[src/rtl/mem_bridge.sv]
// Native CPU memory bus to single-port synchronous RAM bridge.
// Adds optional wait states, range checking, a sticky error flag and a transaction counter.
module mem_bridge #(
  parameter int ADDR_BITS   = 5,
  parameter int WAIT_STATES = 0
) (
  input  logic                 clk,
  input  logic                 reset,
  input  logic                 mem_valid,
  input  logic                 mem_instr,
  input  logic [31:0]          mem_addr,
  input  logic [31:0]          mem_wdata,
  input  logic [3:0]           mem_wstrb,
  output logic                 mem_ready,
  output logic [31:0]          mem_rdata,
  output logic [3:0]           ram_wen,
  output logic [ADDR_BITS-1:0] ram_addr,
  output logic [31:0]          ram_wdata,
  input  logic [31:0]          ram_rdata,
  output logic                 bus_err,
  output logic [15:0]          txn_count
);

  typedef enum logic [2:0] {
    IDLE,
    WAIT,
    ACCESS,
    CAPTURE,
    RESP
  } state_t;

  state_t               state;
  state_t               state_n;
  logic [ADDR_BITS-1:0] req_word;
  logic [31:0]          req_wdata;
  logic [3:0]           req_wstrb;
  logic [3:0]           wait_cnt;
  logic                 out_of_range;
  logic                 accept;

  // The fetch qualifier carries no meaning for a plain RAM.
  logic unused_instr;
  assign unused_instr = mem_instr;

  // Any address bit above the RAM's byte range makes the request out of range.
  assign out_of_range = (mem_addr >> (ADDR_BITS + 2)) != '0;
  assign accept       = (state == IDLE) && mem_valid;

  assign ram_addr  = req_word;
  assign ram_wdata = req_wdata;

  always_comb begin
    state_n = state;
    ram_wen = '0;
    case (state)
      IDLE: begin
        if (mem_valid) begin
          if (out_of_range)         state_n = RESP;
          else if (WAIT_STATES > 0) state_n = WAIT;
          else                      state_n = ACCESS;
        end
      end
      WAIT: begin
        if (wait_cnt == '0) state_n = ACCESS;
      end
      ACCESS: begin
        ram_wen = req_wstrb;
        state_n = (req_wstrb != '0) ? RESP : CAPTURE;
      end
      CAPTURE: state_n = RESP;
      RESP:    state_n = IDLE;
      default: state_n = IDLE;
    endcase
  end

  always_ff @(posedge clk or posedge reset) begin
    if (reset) begin
      state     <= IDLE;
      mem_ready <= 1'b0;
    end else begin
      state     <= state_n;
      mem_ready <= (state_n == RESP);
    end
  end

  always_ff @(posedge clk or posedge reset) begin
    if (reset) begin
      req_word  <= '0;
      req_wdata <= '0;
      req_wstrb <= '0;
    end else if (accept) begin
      req_word  <= mem_addr[ADDR_BITS+1:2];
      req_wdata <= mem_wdata;
      req_wstrb <= mem_wstrb;
    end
  end

  // Loaded with W-1 so that the cycle reading zero is the last of exactly W wait cycles.
  always_ff @(posedge clk or posedge reset) begin
    if (reset) begin
      wait_cnt <= '0;
    end else if (accept && !out_of_range && (WAIT_STATES > 0)) begin
      wait_cnt <= 4'(WAIT_STATES - 1);
    end else if ((state == WAIT) && (wait_cnt != '0)) begin
      wait_cnt <= wait_cnt - 4'd1;
    end
  end

  always_ff @(posedge clk or posedge reset) begin
    if (reset) begin
      mem_rdata <= '0;
      bus_err   <= 1'b0;
    end else begin
      if (accept && out_of_range) begin
        mem_rdata <= '0;
        bus_err   <= 1'b1;
      end else if (state == CAPTURE) begin
        mem_rdata <= ram_rdata;
      end
    end
  end

  always_ff @(posedge clk or posedge reset) begin
    if (reset) begin
      txn_count <= '0;
    end else if (state == RESP) begin
      txn_count <= txn_count + 16'd1;
    end
  end

endmodule

[config.mk]
export PLATFORM = sky130hd
export DESIGN_NAME = mem_bridge
export DESIGN_NICKNAME = d
export VERILOG_FILES = /design/src/rtl/mem_bridge.sv
export SDC_FILE = /design/constraint.sdc
export NUM_CORES = 1
export LEC_CHECK = 0
export CAP_MARGIN = 20
export CORE_ASPECT_RATIO = 1.4
export CORE_MARGIN = 1.5
export CORE_UTILIZATION = 41
export CTS_CLUSTER_DIAMETER = 100
export DETAILED_ROUTE_END_ITERATION = 7
export PLACE_DENSITY = 0.88
export SLEW_MARGIN = 20
export SYNTH_ARGS = -nofsm -noshare
export SYNTH_HDL_FRONTEND = slang
export SYNTH_SLANG_ARGS = --single-unit
export TNS_END_PERCENT = 10
[constraint.sdc]
create_clock -name clk -period 4.2 [get_ports clk]
set_input_delay 0.84 -clock clk [delete_from_list [all_inputs] [get_ports clk]]
set_output_delay 0.84 -clock clk [all_outputs]
set_load 0.005 [all_outputs]
== Word-level counts from Yosys, hierarchy flattened ==
Cells that the tools add are included.
Storage, ports and cells
  input bits: 104
  output and inout bits: 91
  logic and storage cells: 33
  register bits after elaboration: 98
Operators by class
  muxes and demuxes: 8
  reductions and logical operators: 9
  equality and inequality tests: 5
  add/sub/neg operators: 2
Operators by type and width (count)
  $mux 32: 2
  $reduce_bool 32->1: 1
  $add 16x1->16 const B: 1
  $mux 3: 4
  $pmux 3 s4: 1
  $reduce_bool 4->1: 2
  $eq 3x2->1 const B: 2
  $eq 3x3->1 const B: 2
  $logic_not 4->1: 1
  $mux 4: 1
  $sub 4x1->4 const B: 1
  $eq 3x1->1 const B: 1
  $logic_and 1x1->1: 3
  $logic_not 3->1: 1
  $reduce_bool 2->1: 1

== Longest topological paths before layout ==
Gate-level depths: netlist of the first run.
  depth after elaboration: 5
  mapped depth: 6
  mapped depth without buffers: 6

== Least setup slack after synthesis of the first run ==
Ideal clock, no wire load.
  path type: register -> output
  start: register state[1]
  end: output ram_wen[0]
  slack: 2246 ps
  cell stages (with the launch flop): 3
  path buffers: 0
  data required time: 3360 ps
  arrival: 1114 ps
  cell sequence: dfrtp_1 nor3b_1 and2_1
Between the ends
  cells in the longest elaborated chain, start to end: 2
Ends and longest elaborated chain
  start: declaration: RTL line 32  | state_t state;
  start signal: assignment: RTL line 81  | state <= state_n;
  $eq 3x2->1: RTL line 55  | case (state)
  $mux 4: RTL line 55
  end: declaration: RTL line 16  | output logic [3:0] ram_wen,
Every way passes these cells.

== Worst setup path in the final report of the first run ==
  start: register state[1]
  end: output ram_wen[3]
The elaborated chain is that of the path after synthesis.

==> results of run 1 <==
==> cells in the final DEF (no fill, tap or decap), types with 2 or more instances in the layout <==
master and count:
sky130_fd_sc_hd__buf_4 3, sky130_fd_sc_hd__and4_1 2, sky130_fd_sc_hd__nor4_1 6, sky130_fd_sc_hd__o21ai_1 4, sky130_fd_sc_hd__nand2_1 73, sky130_fd_sc_hd__o31ai_1 2, sky130_fd_sc_hd__buf_6 2, sky130_fd_sc_hd__and2_1 4
sky130_fd_sc_hd__xnor2_1 14, sky130_fd_sc_hd__nand3_1 7, sky130_fd_sc_hd__clkdlybuf4s50_1 191, sky130_fd_sc_hd__inv_1 4, sky130_fd_sc_hd__and3_1 4, sky130_fd_sc_hd__nor2_1 2, sky130_fd_sc_hd__dfrtp_1 98, sky130_fd_sc_hd__ha_1 2
sky130_fd_sc_hd__mux2_2 42, sky130_fd_sc_hd__xor2_1 3, sky130_fd_sc_hd__a211o_1 2, sky130_fd_sc_hd__nand4_1 5, sky130_fd_sc_hd__clkbuf_16 9, sky130_fd_sc_hd__and3_2 2, sky130_fd_sc_hd__clkinvlp_4 3, sky130_fd_sc_hd__o21ai_0 30
==> cell usage after synthesis, drive strengths merged (3+ instances only) <==
cell type and instances:
o21ai 34, nand3 7, mux2 42, and3 6
and2 4, xor2 3, nor3b 3, nand4 5
nand2 73, inv 5, xnor2 14, buf 10
dfrtp 98, clkbuf 7, nor4 7
==> path summary, 6_finish.rpt <==
check | end | slack (ps) | depth (start not counted)
min in group asynchronous | ram_wdata[30]$_DFFE_PP0P_ | 1010 | 2
worst max-delay path | ram_wen[3] | 1180 | 3
worst max register to register | req_wstrb[0]$_DFFE_PP0P_ | 2390 | 3
worst min register to register | txn_count[15]$_DFFE_PP0N_ | 480 | 1
worst min-delay path | txn_count[15]$_DFFE_PP0N_ | 480 | 1
max in group asynchronous | ram_wdata[24]$_DFFE_PP0P_ | 2440 | 3
==> cells by family (layout without fill, tap and decap cells) <==
group,count (synthesis),after routing,share of synthesized area (%)
AND/OR/NAND/NOR,114,114,14.3
adder cells (fa/ha/maj),2,2,0.625
XOR/XNOR,17,17,3.72
buffers and inverters,22,217,2.90
AO/OA/AOI/OAI,40,40,5.47
multiplexers,42,42,11.8
flip-flops,98,98,61.2
==> state kept, by name (all words and copies together) (netlist names) <==
register and count:
mem_rdata 32, req_wstrb 4, txn_count 16, state 3, bus_err 1, ram_wdata 32
ram_addr 5, wait_cnt 4, mem_ready 1
==> where the power goes <==
group	leakage (nW)	internal (mW)	total [mW]	switching [mW]
clock	0.141	0.477	0.816	0.339
combinational	1.22	0.295	0.422	0.127
sequential	1.26	1.03	1.10	0.0665
total	2.62	1.80	2.34	0.532
==> cell type report <==
| cell class | instances | area (um2) | area share (%) |
|---|---|---|---|
| Clock inverter | 6 | 66.3 | 1.05 |
| Inverter | 5 | 21.3 | 0.337 |
| Timing Repair Buffer | 196 | 1960 | 31.0 |
| Clock buffer | 10 | 239 | 3.79 |
| Tap cell | 110 | 138 | 2.18 |
| Multi-Input combinational cell | 215 | 1440 | 22.8 |
| Sequential cell | 98 | 2450 | 38.9 |
==> routing by layer <==
layer | track usage (%) | vias up
met4 | 7.26 | 0
met3 | 6.81 | 14
met2 | 34.5 | 125
met1 | 23.7 | 1588
li1 | - | 1515
met5 | 0 | -
==> worst reg2reg max path: stages, from the launching register on <==
cell and delay [ps]:
sky130_fd_sc_hd__dfrtp_1 470, sky130_fd_sc_hd__nor4b_4 300, sky130_fd_sc_hd__buf_4 500, sky130_fd_sc_hd__mux2_2 420
==> metrics by stage <==
step / instance area [um2] / util [%] / power (mW) / std cells / setup slack [ps]
after floorplan: 4010 / - / 1.25 / 335 / 798
after global routing: 6310 / 66.7 / 2.45 / 640 / 988
after CTS: 6310 / 66.7 / 2.37 / 640 / 1160
after global placement: 5980 / 63.3 / 1.52 / 622 / 1410
after detailed placement: 6010 / 63.5 / 1.54 / 624 / 1430
final: 6310 / 66.7 / 2.34 / 640 / 1180
==> impl_results.md, run 1 <==
- Post-Synthesis Cells: 335
- Placed wire-length estimate: between 7 and 8 mm
- Share of post-route cells with drive strength above 1: 13.8%
- Final critical-path required period: between 3000 and 4000 ps
- Filler cells: a little over 700
- Worst Max-Slew Pin Slew: between 700 and 800 ps
- Clk_lat worst skew: 330 ps
- Length of routed met3 wiring: ~740 um
- Final #Nets: 631
- Highest metal layer used by the detailed router: met4
- Vias/cell: approximately 5.1
- Cells taking the most area after synthesis: sky130_fd_sc_hd__dfrtp_1 (61%), sky130_fd_sc_hd__mux2_2 (12%), sky130_fd_sc_hd__nand2_1 (6.8%)
- Clock skew: 3.01 ps
- Post-CTS Resized: 0
- Worst setup SP type: register
- Launching point of the worst reg2reg path: state[1]$_DFF_PP0_
- Detailed Route Iter0 Violations: around 120
- Element type at the critical path end: output pin
- Antenna diode count: 0
- Critical Path AT: between 2000 and 2500 ps
- Number of global-route vias before repair: ~3400
- Setup repair after global routing missed its margin: false
- Length of the first detailed-routing pass in iterations: 4
- Count of unique library cells instantiated by Yosys: 34
- Post-CTS repair timing setup buffer count: 0
- Count of input and output buffers: 191
- Clock buffer count from CTS: 9
- Synthesized netlist net count: between 400 and 500
- Cell type contributing the most total cell area after synthesis: sky130_fd_sc_hd__dfrtp_1
- Number of register bits inferred by synthesis: around 100
- Residual DRC: 0
- Cell area after technology mapping: ~4000 um2
- Total negative slack for setup checks: 0 ps
- Hold Startpoint: txn_count[15]$_DFFE_PP0N_
- Average cell area after synthesis: roughly 12 um2
- Clk pin slew, worst setup/hold paths: roughly 60 ps
- Main flop type after synthesis: sky130_fd_sc_hd__dfrtp_1
- Sequential share of the synthesized area: between 60% and 70%
- Standard cell with the maximum stage delay on the critical path: sky130_fd_sc_hd__nor3b_1
- Worst Setup Path Type: reg -> out
- Effective utilization at floorplan: a little over two fifths
- Buffers plus inverters on the worst setup path: 1
- Cells traversed along the worst timing path: nor3b_1 -> and2_1 -> clkdlybuf4s50_1
- Launching instance or port of the critical path: state[1]$_DFF_PP0_
- Core Footprint: 9460 um2
- Post-route worst hold slack: 479 ps
- Height of the chip: 120 um
- Total global routing overflow: 0
- Detailed-route via count: 3242
- Max Fclk: approximately 330 MHz
- Setup violations, final: 0
- Pins over their slew limit: 0
- Placement row count: between 40 and 50
- Total clock sinks: 98
- Pwr/cell area: between 300 and 400 nW/um2
- Total routing usage reported by global routing: around a fifth
- Count of flip-flops with a built-in enable after synthesis: 0
- Result of the run: completed
- Number of warnings reported in the yosys synthesis log: 0
- Largest delay share family, worst path: simple AND/OR/NAND/NOR gates
- Floorplan die area: approximately 10000 um2
- Maximum cell stage delay along the critical path: a little over 600 ps
- Worst vdd rail ir drop: between 0.2 and 0.25 mV
- Wire length on met2: 5.22 mm
- I/O pins: around 200
- Area growth syn-to-layout: 57.5%
- Root Buffer Master: sky130_fd_sc_hd__clkbuf_16
- Total Routed Length: around 10 mm
- Max-Slew Margin vs Limit: 49.6%
- Global-route wire length before repair: around 16 mm
- Number of failing hold endpoints at the final stage: 0
- Max-cap violations: 0
- Critical path peak fanout: 7
- Horizontal die dimension: 86.5 um
- Clock tree from TritonCTS: yes
- Placer Congestion: ~0.8
- Number of H-tree levels: 3
- Final worst-path cycle share: between 70% and 80%
- Detail Route Antenna Nets: 0
- M1 wire length: ~3.9 mm
- Hold-fix buffer count after cts: 0
- Number of antenna violations at the first check in global routing: 0
- Data required time of the critical path: 3360 ps
- Share of flip-flops with an asynchronous set or reset after synthesis: 100%
- Area share of the largest cell type after synthesis: 61.2%
- Drt wl/cell: 15.7 um
- Clk buf depth: 2
- Leakage power total: around 2.6 nW
- Hold WC Path Type: reg -> reg
- Pin count of the biggest net entering global routing: between 60 and 70
Power figures use the tool's default switching activity.
==> run 2, diff against run 1 <==
Settings changed: CORE_UTILIZATION 41 to 37, PLACE_DENSITY 0.88 to 0.84.
Clock period 4.2 ns to 2.4 ns, I/O delays scaled along.
==> run 2 against run 1 <==
Against the previous run:
- die area is 10% higher
- first-iteration DRC count decreased by 40%
- combinational power increased by 78%
- worst setup slack worse by 1000 ps
- cell area up 0.63%
- clock skew up 4.2 ps
- power increased by 71%
- sequential power grew 75%
- non-clock buffer count grew 2
- clock-buffer cell count decreased by 1
- critical path type unchanged
- critical endpoint is now ram_wen[1]
- largest power group unchanged
==> impl_results.md, run 2 (same netlist as run 1, synthesis figures left out) <==
- R2r worst-path depth: 4
- Max-Slew Margin vs Limit: 53.8%
- Effective utilization at floorplan: a little under two fifths
- Placer Congestion: between 0.7 and 0.8
- Global-route met2 utilization: between 30% and 40%
- Termination of the worst setup path: ram_wen[1]
- Clk pwr share: 32.8%
- Final #Nets: 633
- Launching instance or port of the critical path: state[2]$_DFF_PP0_
- Most frequent cells in the layout: sky130_fd_sc_hd__clkdlybuf4s50_1 (191), sky130_fd_sc_hd__dfrtp_1 (98), sky130_fd_sc_hd__nand2_1 (73), sky130_fd_sc_hd__mux2_2 (42), sky130_fd_sc_hd__o21ai_0 (30)
- Number of H-tree levels: 3
- Max-cap violations: 0
- Max Fclk: approximately 440 MHz
- Setup repair after global routing missed its margin: false
- Total global routing overflow: 0
- Height of the chip: about 130 um
- Root Buffer Master: sky130_fd_sc_hd__clkbuf_16
- Met1 Track Usage GR: between 20 and 25%
- Hold WC Path Type: reg -> reg
- Number of global-route vias before repair: roughly 3500
- Antenna diode count: 0
- Clock buffer count from CTS: 9
- Worst Setup Path Type: reg -> out
- Non-filler instance count after layout: 670
- Internal Power: around 3 mW
- Count of input and output buffers: 191
- Post-CTS repair timing setup buffer count: 0
- Detailed Route Iter0 Violations: 75
- Hold Startpoint: txn_count[15]$_DFFE_PP0N_
- Pins over their slew limit: 0
- Worst vdd rail ir drop: 0.359 mV
- End of the worst register-to-register path: ram_wdata[28]$_DFFE_PP0P_
- Pwr/cell area: 628 nW/um2
- Filler cells: ~900
- Combinational cell fraction of total power: 18.9%
- Critical Path AT: 1780 ps
- Fraction of power spent switching nets: roughly a quarter
- Clock skew: between 7 and 8 ps
- Element type at the critical path end: output pin
- Clk pin slew, worst setup/hold paths: 60 ps
- Horizontal die dimension: just over 90 um
- Detail Route Antenna Nets: 0
- Worst setup SP type: register
- Worst Max-Slew Pin Slew: around 690 ps
- Sequential share of power: around 48%
- Floorplan die area: about 11000 um2
- Share of post-route cells with drive strength above 1: between 10% and 20%
- Total clock sinks: 98
- Residual DRC: 0
- Post-route worst hold slack: between 400 and 500 ps
- Final critical-path required period: 2260 ps
- Total routing usage reported by global routing: a little under a fifth
- Vias/cell: a little under 5
- Clk buf depth: 2
- Register-to-register path setup slack: roughly 640 ps
- Total Routed Length: about 10 mm
- Leakage power total: ~2.6 nW
- Pin count of the biggest net entering global routing: ~100
- Core Footprint: approximately 10000 um2
- Global routing's busiest layer: met2
- Least setup slack across all paths after layout: between 100 and 150 ps
- Result of the run: completed
- Placed wire-length estimate: a little under 8 mm
- Hold-fix buffer count after cts: 0
- Number of antenna violations at the first check in global routing: 0
- Total negative slack for setup checks: 0 ps
- Final worst-path cycle share: a little over nine tenths
- Clock tree from TritonCTS: yes
- Drt wl/cell: between 15 and 20 um
- Critical path peak fanout: 7
- Launching point of the worst reg2reg path: state[1]$_DFF_PP0_
- Data required time of the critical path: 1920 ps
- Placement row count: 44
- Detailed-route via count: between 3000 and 4000
- Global-route wire length before repair: about 17 mm
- Power spent charging and discharging nets: 960 uW
- Placed Cells: 654
- I/O pins: about 200
- Area growth syn-to-layout: 58.5%
- Clk_lat worst skew: 340 ps
- Number of failing hold endpoints at the final stage: 0
- Length of the first detailed-routing pass in iterations: 4
- Commonest non-fill, non-tap cell in the layout: sky130_fd_sc_hd__clkdlybuf4s50_1
- Grt met3 use: between 2 and 3%
- Setup violations, final: 0
- Setup slack after placement: ~38 ps
==> run 2: cell count changes in the layout (fill, tap and decap cells not counted), moves of 2 or more <==
| cell | change |
|---|---|
| sky130_fd_sc_hd__buf_12 | +2 |
| sky130_fd_sc_hd__buf_6 | -2 |
| sky130_fd_sc_hd__clkinv_2 | +2 |
| sky130_fd_sc_hd__buf_4 | +2 |
==> run 2: worst min-delay path by stage <==
stage	to	depth (start not counted)
floorplan	bus_err$_DFFE_PP0P_	1
global placement	bus_err$_DFFE_PP0P_	1
detailed placement	bus_err$_DFFE_PP0P_	1
CTS	txn_count[15]$_DFFE_PP0N_	1
global route	txn_count[14]$_DFFE_PP0N_	1
finish	txn_count[15]$_DFFE_PP0N_	1
==> run 2: through the flow <==
| stage | total power [mW] | util, % | area [um2] |
|---|---|---|---|
| floorplan | 2.19 | - | 4010 |
| global placement | 2.68 | 58.1 | 6070 |
| detailed placement | 2.72 | 58.1 | 6070 |
| CTS | 4.03 | 60.7 | 6350 |
| global route | 4.16 | 60.7 | 6350 |
| finish | 3.99 | 60.7 | 6350 |
==> run 2: power by group through the flow <==
stage,Sequential [mW],Combinational [mW],Clock (mW)
floorplan,1.95,0.243,0
global placement,1.94,0.736,0
detailed placement,1.96,0.760,0
CTS,1.93,0.764,1.34
global route,1.94,0.812,1.40
finish,1.93,0.753,1.31
==> run 2: layout make-up <==
cell class	instances	area, um2	area share (%)
clock buffers	9	225	3.55
clock inverters	7	46.3	0.729
inverters	5	22.5	0.355
multi-input cells	215	1440	22.7
flip-flops and latches	98	2450	38.6
well taps	138	173	2.72
repair buffers	198	1990	31.3
==> run 2: metal layers <==
metal,vias to the layer above,part of all wire (%)
li1,1521,-
met1,1599,40
met2,107,53
met3,23,3.9
met4,0,2.7
met5,-,0
==> run 2: critical path, stage by stage, from the launching register on <==
cell and delay, ps:
sky130_fd_sc_hd__dfrtp_1 460, sky130_fd_sc_hd__nor3b_2 200, sky130_fd_sc_hd__buf_4 160, sky130_fd_sc_hd__and2_1 130
sky130_fd_sc_hd__clkdlybuf4s50_1 500
==> run 2: repair_timing <==
action	in CTS	in global routing
endpoints found under the hold margin	0	0
setup endpoints to repair	0	4
gates resized for setup	0	1
==> run 3, diff against run 2 <==
Settings changed: CTS_CLUSTER_DIAMETER 100 to unset, SKIP_LAST_GASP set to 1, TNS_END_PERCENT 10 to 5.
==> results of run 3 <==
No change in the layout: final DEF, timing and power equal those of run 2.
